### src/rtl/msrv32_store_unit.sv
// Store unit: formats rs2 into an aligned word write with byte-lane mask and runs the data-memory write handshake.
// Define MSRV32_STORE_MISALIGN_CHK_EN to drop misaligned half/word stores instead of issuing them.
//
// state | meaning
// IDLE  | no write outstanding, dmwr_req low
// BUSY  | write issued, waiting for ahb_ready_in (or timeout)
module msrv32_store_unit #(
  parameter int TIMEOUT_CYCLES = 16,
  parameter int CNT_W          = 5
) (
  input  logic        ms_riscv32_mp_clk_in,
  input  logic        ms_riscv32_mp_rst_in,
  input  logic        store_req_in,
  input  logic [1:0]  store_size_in,
  input  logic [31:0] iadder_in,
  input  logic [31:0] rs2_in,
  input  logic        ahb_ready_in,
  output logic [31:0] ms_riscv32_mp_dmaddr_out,
  output logic [31:0] ms_riscv32_mp_dmdata_out,
  output logic [3:0]  ms_riscv32_mp_dmwr_mask_out,
  output logic        ms_riscv32_mp_dmwr_req_out,
  output logic [1:0]  ahb_htrans_out,
  output logic        store_stall_out,
  output logic        misaligned_store_out,
  output logic        timeout_err_out
);

  typedef enum logic {IDLE, BUSY} state_t;

  localparam logic [CNT_W-1:0] CNT_LAST = CNT_W'(TIMEOUT_CYCLES - 1);
  localparam logic [CNT_W-1:0] CNT_MAX  = '1;
  localparam bit               TO_EN    = (TIMEOUT_CYCLES != 0);

  state_t            state, state_nxt;
  logic [31:0]       addr_q, addr_nxt, data_q, data_nxt;
  logic [3:0]        mask_q, mask_nxt;
  logic [CNT_W-1:0]  cnt_q, cnt_nxt;
  logic              mis_q, mis_nxt, to_q, to_nxt;
  logic [31:0]       fmt_data;
  logic [3:0]        fmt_mask;
  logic              misaligned;
  logic              take;

  always_comb begin
    fmt_data = rs2_in;
    fmt_mask = 4'b1111;
    case (store_size_in)
      2'b00: begin
        fmt_data = {4{rs2_in[7:0]}};
        fmt_mask = 4'b0001 << iadder_in[1:0];
      end
      2'b01: begin
        fmt_data = {2{rs2_in[15:0]}};
        fmt_mask = iadder_in[1] ? 4'b1100 : 4'b0011;
      end
      default: begin
        fmt_data = rs2_in;
        fmt_mask = 4'b1111;
      end
    endcase
  end

`ifdef MSRV32_STORE_MISALIGN_CHK_EN
  assign misaligned = ((store_size_in == 2'b01) && iadder_in[0]) ||
                      (store_size_in[1] && (iadder_in[1:0] != 2'b00));
`else
  assign misaligned = 1'b0;
`endif

  always_comb begin
    state_nxt = state;
    addr_nxt  = addr_q;
    data_nxt  = data_q;
    mask_nxt  = mask_q;
    cnt_nxt   = cnt_q;
    mis_nxt   = 1'b0;
    to_nxt    = 1'b0;
    take      = 1'b0;
    case (state)
      IDLE: begin
        if (store_req_in) begin
          if (misaligned) mis_nxt = 1'b1;
          else            take    = 1'b1;
        end
      end
      BUSY: begin
        if (ahb_ready_in) begin
          state_nxt = IDLE;
          if (store_req_in) begin
            if (misaligned) mis_nxt = 1'b1;
            else            take    = 1'b1;
          end
        end else if (TO_EN && (cnt_q == CNT_LAST)) begin
          state_nxt = IDLE;
          to_nxt    = 1'b1;
        end else if (cnt_q != CNT_MAX) begin
          cnt_nxt = cnt_q + CNT_W'(1);
        end
      end
      default: state_nxt = IDLE;
    endcase
    // Acceptance is identical from IDLE and from a completing BUSY cycle
    if (take) begin
      state_nxt = BUSY;
      addr_nxt  = {iadder_in[31:2], 2'b00};
      data_nxt  = fmt_data;
      mask_nxt  = fmt_mask;
      cnt_nxt   = '0;
    end
  end

  always_ff @(posedge ms_riscv32_mp_clk_in) begin
    if (!ms_riscv32_mp_rst_in) begin
      state  <= IDLE;
      addr_q <= '0;
      data_q <= '0;
      mask_q <= '0;
      cnt_q  <= '0;
      mis_q  <= 1'b0;
      to_q   <= 1'b0;
    end else begin
      state  <= state_nxt;
      addr_q <= addr_nxt;
      data_q <= data_nxt;
      mask_q <= mask_nxt;
      cnt_q  <= cnt_nxt;
      mis_q  <= mis_nxt;
      to_q   <= to_nxt;
    end
  end

  assign ms_riscv32_mp_dmaddr_out    = addr_q;
  assign ms_riscv32_mp_dmdata_out    = data_q;
  assign ms_riscv32_mp_dmwr_mask_out = mask_q;
  assign ms_riscv32_mp_dmwr_req_out  = (state == BUSY);
  assign ahb_htrans_out              = (state == BUSY) ? 2'b10 : 2'b00;
  assign store_stall_out             = (state == BUSY) && !ahb_ready_in;
  assign misaligned_store_out        = mis_q;
  assign timeout_err_out             = to_q;

endmodule

### config.mk
export PLATFORM = sky130hd
export DESIGN_NAME = msrv32_store_unit
export DESIGN_NICKNAME = d
export VERILOG_FILES = /design/src/rtl/msrv32_store_unit.sv
export SDC_FILE = /design/constraint.sdc
export NUM_CORES = 1
export LEC_CHECK = 0
export BUFFER_PORTS_ARGS = -buffer_cell sky130_fd_sc_hd__buf_4
export CORE_MARGIN = 2
export CORE_UTILIZATION = 50
export DETAILED_ROUTE_END_ITERATION = 6
export PLACE_DENSITY = 0.9
export SLEW_MARGIN = 20
export SYNTH_ARGS = -nofsm -noshare
export SYNTH_HDL_FRONTEND = slang
export SYNTH_SLANG_ARGS = --single-unit
### constraint.sdc
create_clock -name ms_riscv32_mp_clk_in -period 3.5 [get_ports ms_riscv32_mp_clk_in]
set_input_delay 0.7 -clock ms_riscv32_mp_clk_in [delete_from_list [all_inputs] [get_ports ms_riscv32_mp_clk_in]]
set_output_delay 0.7 -clock ms_riscv32_mp_clk_in [all_outputs]
set_load 0.03 [all_outputs]
## After elaboration in Yosys (flattened, before gate mapping)

Cells that the tools add are included.

- Add/sub/neg operators: 1
- Eq/ne operators: 3
- Shift-type cells: 1
- Multiplexer cells: 12
- Bitwise logic cells: 4
- Reductions and logical operators: 6

Operators by type and width:

| cell | count |
|---|---|
| $pmux W32 S2 | 1 |
| $pmux W4 S2 | 1 |
| $mux W1 | 7 |
| $add A5 B1 Y5 const B | 1 |
| $eq A5 B4 Y1 const B | 1 |
| $ne A5 B5 Y1 const B | 1 |
| $mux W4 | 1 |
| $not A1 Y1 | 4 |
| $reduce_and A4 Y1 | 1 |
| $shl A1 B2 Y4 const A | 1 |
| $reduce_or A3 Y1 | 1 |
| $eq A2 B1 Y1 const B | 1 |
| $logic_not A2 Y1 | 1 |
| $mux W2 | 1 |
| $pmux W1 S2 | 1 |
| $reduce_or A2 Y1 | 1 |
| $logic_and A1 B1 Y1 | 1 |
| $logic_not A1 Y1 | 1 |

- Bits in registers: 73
- Output and inout port bits: 74
- Logic and storage cells: 33

## Logic depth before layout (Yosys ltp)

Gate-level depths: netlist of the first run.

- Depth after elaboration: 5
- Mapped depth: 7

## Least setup slack after synthesis of the first run

Ideal clock, no wire load.

- Kind: input-to-output
- Start: input port ahb_ready_in
- End: output port store_stall_out
- Arrival time: 1.496 ns
- Required time: 2.800 ns
- Path slack: 1.304 ns
- Stages on the path: 4
- Path through: nand2b_1 > buf_2 > inv_2 > clkbuf_1

- Word-level cells in the longest chain between the ends: 2

Ends and longest elaborated chain:

| element | line | RTL |
|---|---|---|
| start, declared | 17 | `input logic ahb_ready_in,` |
| $logic_not A1 Y1 | 137 | `assign store_stall_out = (state == BUSY) && !ahb_ready_in;` |
| $logic_and A1 B1 Y1 | 137 |  |
| end, declared | 23 | `output logic store_stall_out,` |

No other way between the ends.

## Worst setup path after layout of the first run

Ends and elaborated chain as after synthesis.

==> results_dict.tcl, run 1 <==
set metrics [dict create \
    syn_avg_cell_area_um2 8.582 \
    die_x_um 81.95 \
    fmax_ghz 0.4097 \
    p_leak_nw 1.812 \
    postCtsSetupBuffers 0 \
    yosys_warnings 0 \
    postRouteAntennaNets 0 \
    synth-seq-cells 73 \
    power.share.clock 0.282 \
    yosysTopAreaCell "dfxtp_1" \
    cts_tree "done" \
    period_needed_ns 2.441 \
    cts_sinks 73 \
    worstPathArrival_ns 1.74 \
    num-fill-cells 488 \
    nets 541 \
    root_buffer "clkbuf_8" \
    grtUsageTotal 0.2577 \
    cts_resized 0 \
    initial_utilization 0.5162 \
    grt_overflow 0 \
    vias_per_cell 5.824 \
    route.detailed.drc 0 \
    rsz0062_at_grt "no" \
    coreArea_mm2 0.005886 \
    tns_ns 0 \
    drive_gt1_frac 0.3447 \
    p_seq_frac 0.489 \
    r2r-start "cnt_q[0]" \
    h-tree-depth 3 \
    place_hpwl_mm 6.057 \
    hold_viol 0 \
    crit_path_start_kind "primary input" \
    powerDensity_mw_per_mm2 449.0 \
    required_ns 2.80 \
    drv_slew 0 \
    power.switching_w 0.0005551 \
    yosys_most_used_dff "dfxtp_1" \
    worstSetupPathType "primary input to primary output" \
    worstHoldPathType "register to register" \
    place_ws_ns 0.9969 \
    synthArstFlopShare 0 \
    area_growth_pct 37.60 \
    startpoint "ahb_ready_in" \
    synth.top_cell.area_share 0.4811 \
    worstSetupEndpointType "primary output" \
    sw_frac_of_total 0.2957 \
    insertedDiodeCount 0 \
    grt_pass1_vias 2915 \
    relSlewSlack 0.3219 \
    critPathMaxFanout 43 \
    syn_area_mm2 0.003038 \
    synth-edff-count 0 \
    die_area_mm2 0.006715 \
    cts-buffers-inserted 9 \
    layout_setup_ws_ns 1.059 \
    utilization 0.7102 \
    final_cell_mix "buf_4 (142), dfxtp_1 (73), a21oi_1 (66)" \
    maxCapViolCount 0 \
    synth_seq_area_share 0.4811 \
    fin_crit_sh 0.6975 \
    tightest_slew_ns 1.017 \
    place_congestion 0.7980 \
    antenna_found_initial 0 \
    p_comb_frac 0.229 \
    grt_pass1_wl_mm 13.31 \
    setup_viol 0 \
    synthTopCellsByArea "dfxtp_1 (48%), a21oi_1 (11%), o21ai_0 (8.1%)" \
    wl_per_cell_um 16.20 \
    clock_skew_ns 0.007375 \
    intPower_w 0.001322 \
    io_buffers 139 \
    clockBufferDepth 2 \
    status "complete, no violations" \
    min_from "ms_riscv32_mp_dmaddr_out[12]" \
    drtIter0Drc 200 \
    postCtsHoldBufs 0 \
    vias 3174 \
    die_h_um 81.95 \
    dr.pass1.iters 5 \
    clkTransAtPathRegs_ns 0.06 \
    wirelength_mm 8.829 \
    layout_commonest_cell "buf_4" \
    std_cell_rows 28 \
    ios 144 \
    irDropWorstVdd_v 0.0002369 \
    insertion_delay_ns 0.33 \
    grt_max_degree 64 \
    ys_types 29 \
    syn_inst 354 \
]
power groups by stage:
stage,registers (W),clock network [W],logic [W]
floorplan,0.00103,0,0.000151
global route,0.000922,0.000576,0.000461
finish,0.000917,0.000529,0.000430
global placement,0.000933,0,0.000419
detailed placement,0.000934,0,0.000429
CTS,0.000916,0.000541,0.000429
cell type report:
class | count | area (µm²) | share of cell area
well taps | 75 | 93.84 | 0.02245
clock buffers | 12 | 145.1 | 0.03472
repair buffers | 142 | 1066 | 0.2550
flip-flops and latches | 73 | 1461 | 0.3496
inverters | 6 | 22.52 | 0.005388
multi-input cells | 236 | 1386 | 0.3316
clock inverters | 1 | 5.005 | 0.001197
sequential cells by signal, summed over array words and instances, names as in the netlist:
signal	count
ms_riscv32_mp_dmaddr_out	30
ms_riscv32_mp_dmwr_req_out	1
timeout_err_out	1
cnt_q	5
ms_riscv32_mp_dmwr_mask_out	4
ms_riscv32_mp_dmdata_out	32
metal layers:
| metal | GRT usage | routed length (µm) | vias up |
|---|---|---|---|
| li1 | - | - | 1517 |
| met1 | 0.3047 | 3354 | 1487 |
| met2 | 0.4472 | 4608 | 143 |
| met3 | 0.03516 | 521 | 27 |
| met4 | 0.1433 | 345 | 0 |
| met5 | 0 | 0 | - |
critical path: stages:
cell	delay, ns
buf_4	0.12
nand2b_2	0.18
inv_2	0.46
buf_4	0.27
logic make-up after synthesis:
group / share of synthesized area
other: 0.001234
XOR/XNOR: 0.002884
buffers and inverters: 0.06960
adder cells (fa/ha/maj): 0.01236
flip-flops: 0.4811
AO/OA/AOI/OAI: 0.2974
multiplexers: 0.02636
AND/OR/NAND/NOR: 0.1091
through the flow:
step	hold slack (ns)	std cells	total power [W]	area (µm²)
after global placement	0.4616	532	0.001352	4025
after CTS	0.4797	545	0.001886	4175
after global routing	0.4950	545	0.001959	4180
final	0.4770	545	0.001877	4180
after detailed placement	0.4707	532	0.001363	4025
after floorplan	0.4536	357	0.001185	3049
cells in the mapped netlist (all sizes together) (2+ instances only):
master,count
a21oi,66
inv,6
a211oi,9
dfxtp,73
nor2b,2
mux2i,8
and3,2
clkbuf,29
nand3,39
buf,13
nand2,10
ha,3
a22oi,8
nor2,7
or3,3
o21ai,49
o221a,4
a311oi,16
final timing paths:
| check | to | slack, ns | depth (start not counted) |
|---|---|---|---|
| max | store_stall_out | 1.06 | 4 |
| min | ms_riscv32_mp_dmaddr_out[12] | 0.48 | 2 |
| max reg2reg | cnt_q[3] | 1.34 | 6 |
| min reg2reg | ms_riscv32_mp_dmaddr_out[12] | 0.48 | 2 |
No activity file was read; power rests on OpenSTA's default activity.
==> run 2, diff against run 1 <==
--- a/config.mk
+++ b/config.mk
@@ -7,9 +7,9 @@
 export LEC_CHECK = 0
 export BUFFER_PORTS_ARGS = -buffer_cell sky130_fd_sc_hd__buf_4
 export CORE_MARGIN = 2
-export CORE_UTILIZATION = 50
+export CORE_UTILIZATION = 42
 export DETAILED_ROUTE_END_ITERATION = 6
-export PLACE_DENSITY = 0.9
+export PLACE_DENSITY = 0.81
 export SLEW_MARGIN = 20
 export SYNTH_ARGS = -nofsm -noshare
 export SYNTH_HDL_FRONTEND = slang
==> constraint.sdc (replaced) <==
create_clock -name ms_riscv32_mp_clk_in -period 2.1 [get_ports ms_riscv32_mp_clk_in]
set_input_delay 0.42 -clock ms_riscv32_mp_clk_in [delete_from_list [all_inputs] [get_ports ms_riscv32_mp_clk_in]]
set_output_delay 0.42 -clock ms_riscv32_mp_clk_in [all_outputs]
set_load 0.03 [all_outputs]
==> run 2 against run 1 <==
Count of clock-buffer cells in the layout did not move. Wire length rose by 1.8%. Total power is 95% higher. Global-route usage decreased by 3.2 points. Clock skew down 0.0014 ns. Worst setup slack got worse by 0.98 ns. Cell area up 4.5%. Core utilization is 9.8 points lower. Flip-flop and latch count unchanged. Cell count grew 5.9%. Combinational power up 68%. Critical path depth up 2. Critical endpoint is now cnt_q[3]. Highest routed layer unchanged.
==> results_dict.tcl, run 2 (synthesis gave the netlist of run 1 again) <==
set metrics [dict create \
    status "complete, no violations" \
    tightest_slew_ns 0.6706 \
    route.detailed.drc 0 \
    rsz0062_at_grt "no" \
    worstSetupPathType "register to register" \
    vias 3148 \
    r2r-start "cnt_q[0]" \
    setup_viol 0 \
    postRouteAntennaNets 0 \
    grtUsageTotal 0.2259 \
    place_inst 561 \
    insertedDiodeCount 0 \
    die_h_um 89.05 \
    h-tree-depth 3 \
    clkTransAtPathRegs_ns 0.08 \
    min_from "iadder_in[13]" \
    layout.cells.non_filler 577 \
    grt_pass1_wl_mm 13.92 \
    wl_per_cell_um 15.57 \
    die_area_mm2 0.007929 \
    clockBufferDepth 2 \
    required_ns 2.37 \
    drtIter0Drc 143 \
    irDropWorstVdd_v 0.0004490 \
    grt_overflow 0 \
    drv_slew 0 \
    cts_resized 0 \
    root_buffer "clkbuf_8" \
    relSlewSlack 0.5519 \
    antenna_found_initial 0 \
    area_growth_pct 43.82 \
    num-fill-cells 664 \
    critPathMaxFanout 5 \
    initial_utilization 0.4257 \
    clock_skew_ns 0.005977 \
    grt_max_degree 64 \
    powerDensity_mw_per_mm2 837.5 \
    place_congestion 0.8145 \
    wirelength_mm 8.986 \
    reg2reg_depth 6 \
    coreArea_mm2 0.007137 \
    slowest_delay_ns 0.54 \
    dr.pass1.iters 4 \
    insertion_delay_ns 0.34 \
    fin_crit_sh 0.9624 \
    worstPathArrival_ns 2.30 \
    place_hpwl_mm 6.073 \
    min_to "ms_riscv32_mp_dmaddr_out[13]" \
    p_leak_nw 1.885 \
    nets 546 \
    hold_viol 0 \
    cts_tree "done" \
    crit_path_start_kind "register" \
    fmax_ghz 0.4948 \
    worstSetupEndpointType "register" \
    period_needed_ns 2.021 \
    cts_sinks 73 \
    drive_gt1_frac 0.3661 \
    tns_ns 0 \
    io_buffers 139 \
    largest_register_ffs 32 \
    crit_slowest_cell "or4b_4" \
    grt_pass1_vias 2901 \
    cts-buffers-inserted 9 \
    vias_per_cell 5.456 \
    worst-r2r-setup-slack_ns 0.08 \
    layout_commonest_cell "buf_4" \
    worstHoldPathType "primary input to register" \
    std_cell_rows 31 \
    whs_path_depth 3 \
    postCtsHoldBufs 0 \
    postCtsSetupBuffers 0 \
    final_cell_mix "buf_4 (147), dfxtp_1 (72), a21oi_1 (66)" \
    ios 144 \
    critical_path.cell_chain "ha_1 > and3_4 > ha_2 > or4b_4 > or3_1 > a21oi_1" \
    rr_endpoint "cnt_q[3]" \
    die_x_um 89.05 \
    maxCapViolCount 0 \
]
==> run 2: worst max-delay path: cells and delay by family (launching register included) <==
family	cells	cell delay [ns]
and+or+nand+nor	3	1.09
DFF	1	0.34
AOI/OAI and AO/OA	1	0.14
adders and majority gates	2	0.39
==> run 2: layer usage <==
| metal | part of all wire | GRT usage |
|---|---|---|
| met5 | 0 | 0 |
| met4 | 0.030 | 0.1221 |
| met3 | 0.057 | 0.04432 |
| met2 | 0.49 | 0.3602 |
| met1 | 0.42 | 0.2886 |
==> run 2: cell type report <==
type,count,area (µm²),share of cell area
clock inverter,4,97.59,0.02234
clock buffer,12,165.2,0.03780
tap,99,123.9,0.02835
timing repair buffer,147,1104,0.2526
inverter,6,22.52,0.005155
multi-input combinational,236,1394,0.3190
sequential,73,1463,0.3348
==> run 2: how the worst max path moves through the flow <==
stage | from | end | cells after the start
finish | cnt_q[0] | cnt_q[3] | 6
global route | cnt_q[0] | cnt_q[3] | 6
CTS | cnt_q[0] | cnt_q[3] | 6
detailed placement | cnt_q[0] | cnt_q[3] | 6
global placement | cnt_q[0] | cnt_q[3] | 6
floorplan | cnt_q[0] | cnt_q[3] | 6
==> run 2: per-stage QoR <==
stage               setup WS [ns]  instance area (µm²)    util  hold WS [ns]  power (W)
floorplan                  0.1289                 3049       -        0.4536   0.001974
global placement          0.08285                 4093  0.5735        0.4620   0.002263
detailed placement        0.01892                 4093  0.5735        0.4671   0.002278
CTS                       0.01435                 4355  0.6103        0.3208   0.003679
global route              0.02250                 4369  0.6122        0.3290   0.003799
finish                    0.07895                 4369  0.6122        0.3230   0.003659
==> run 2: where the power goes <==
part,switching [W],leakage (nW),internal [W]
sequential,0.0000500,0.603,0.00147
combinational,0.000432,1.15,0.000292
clock,0.000524,0.129,0.000887
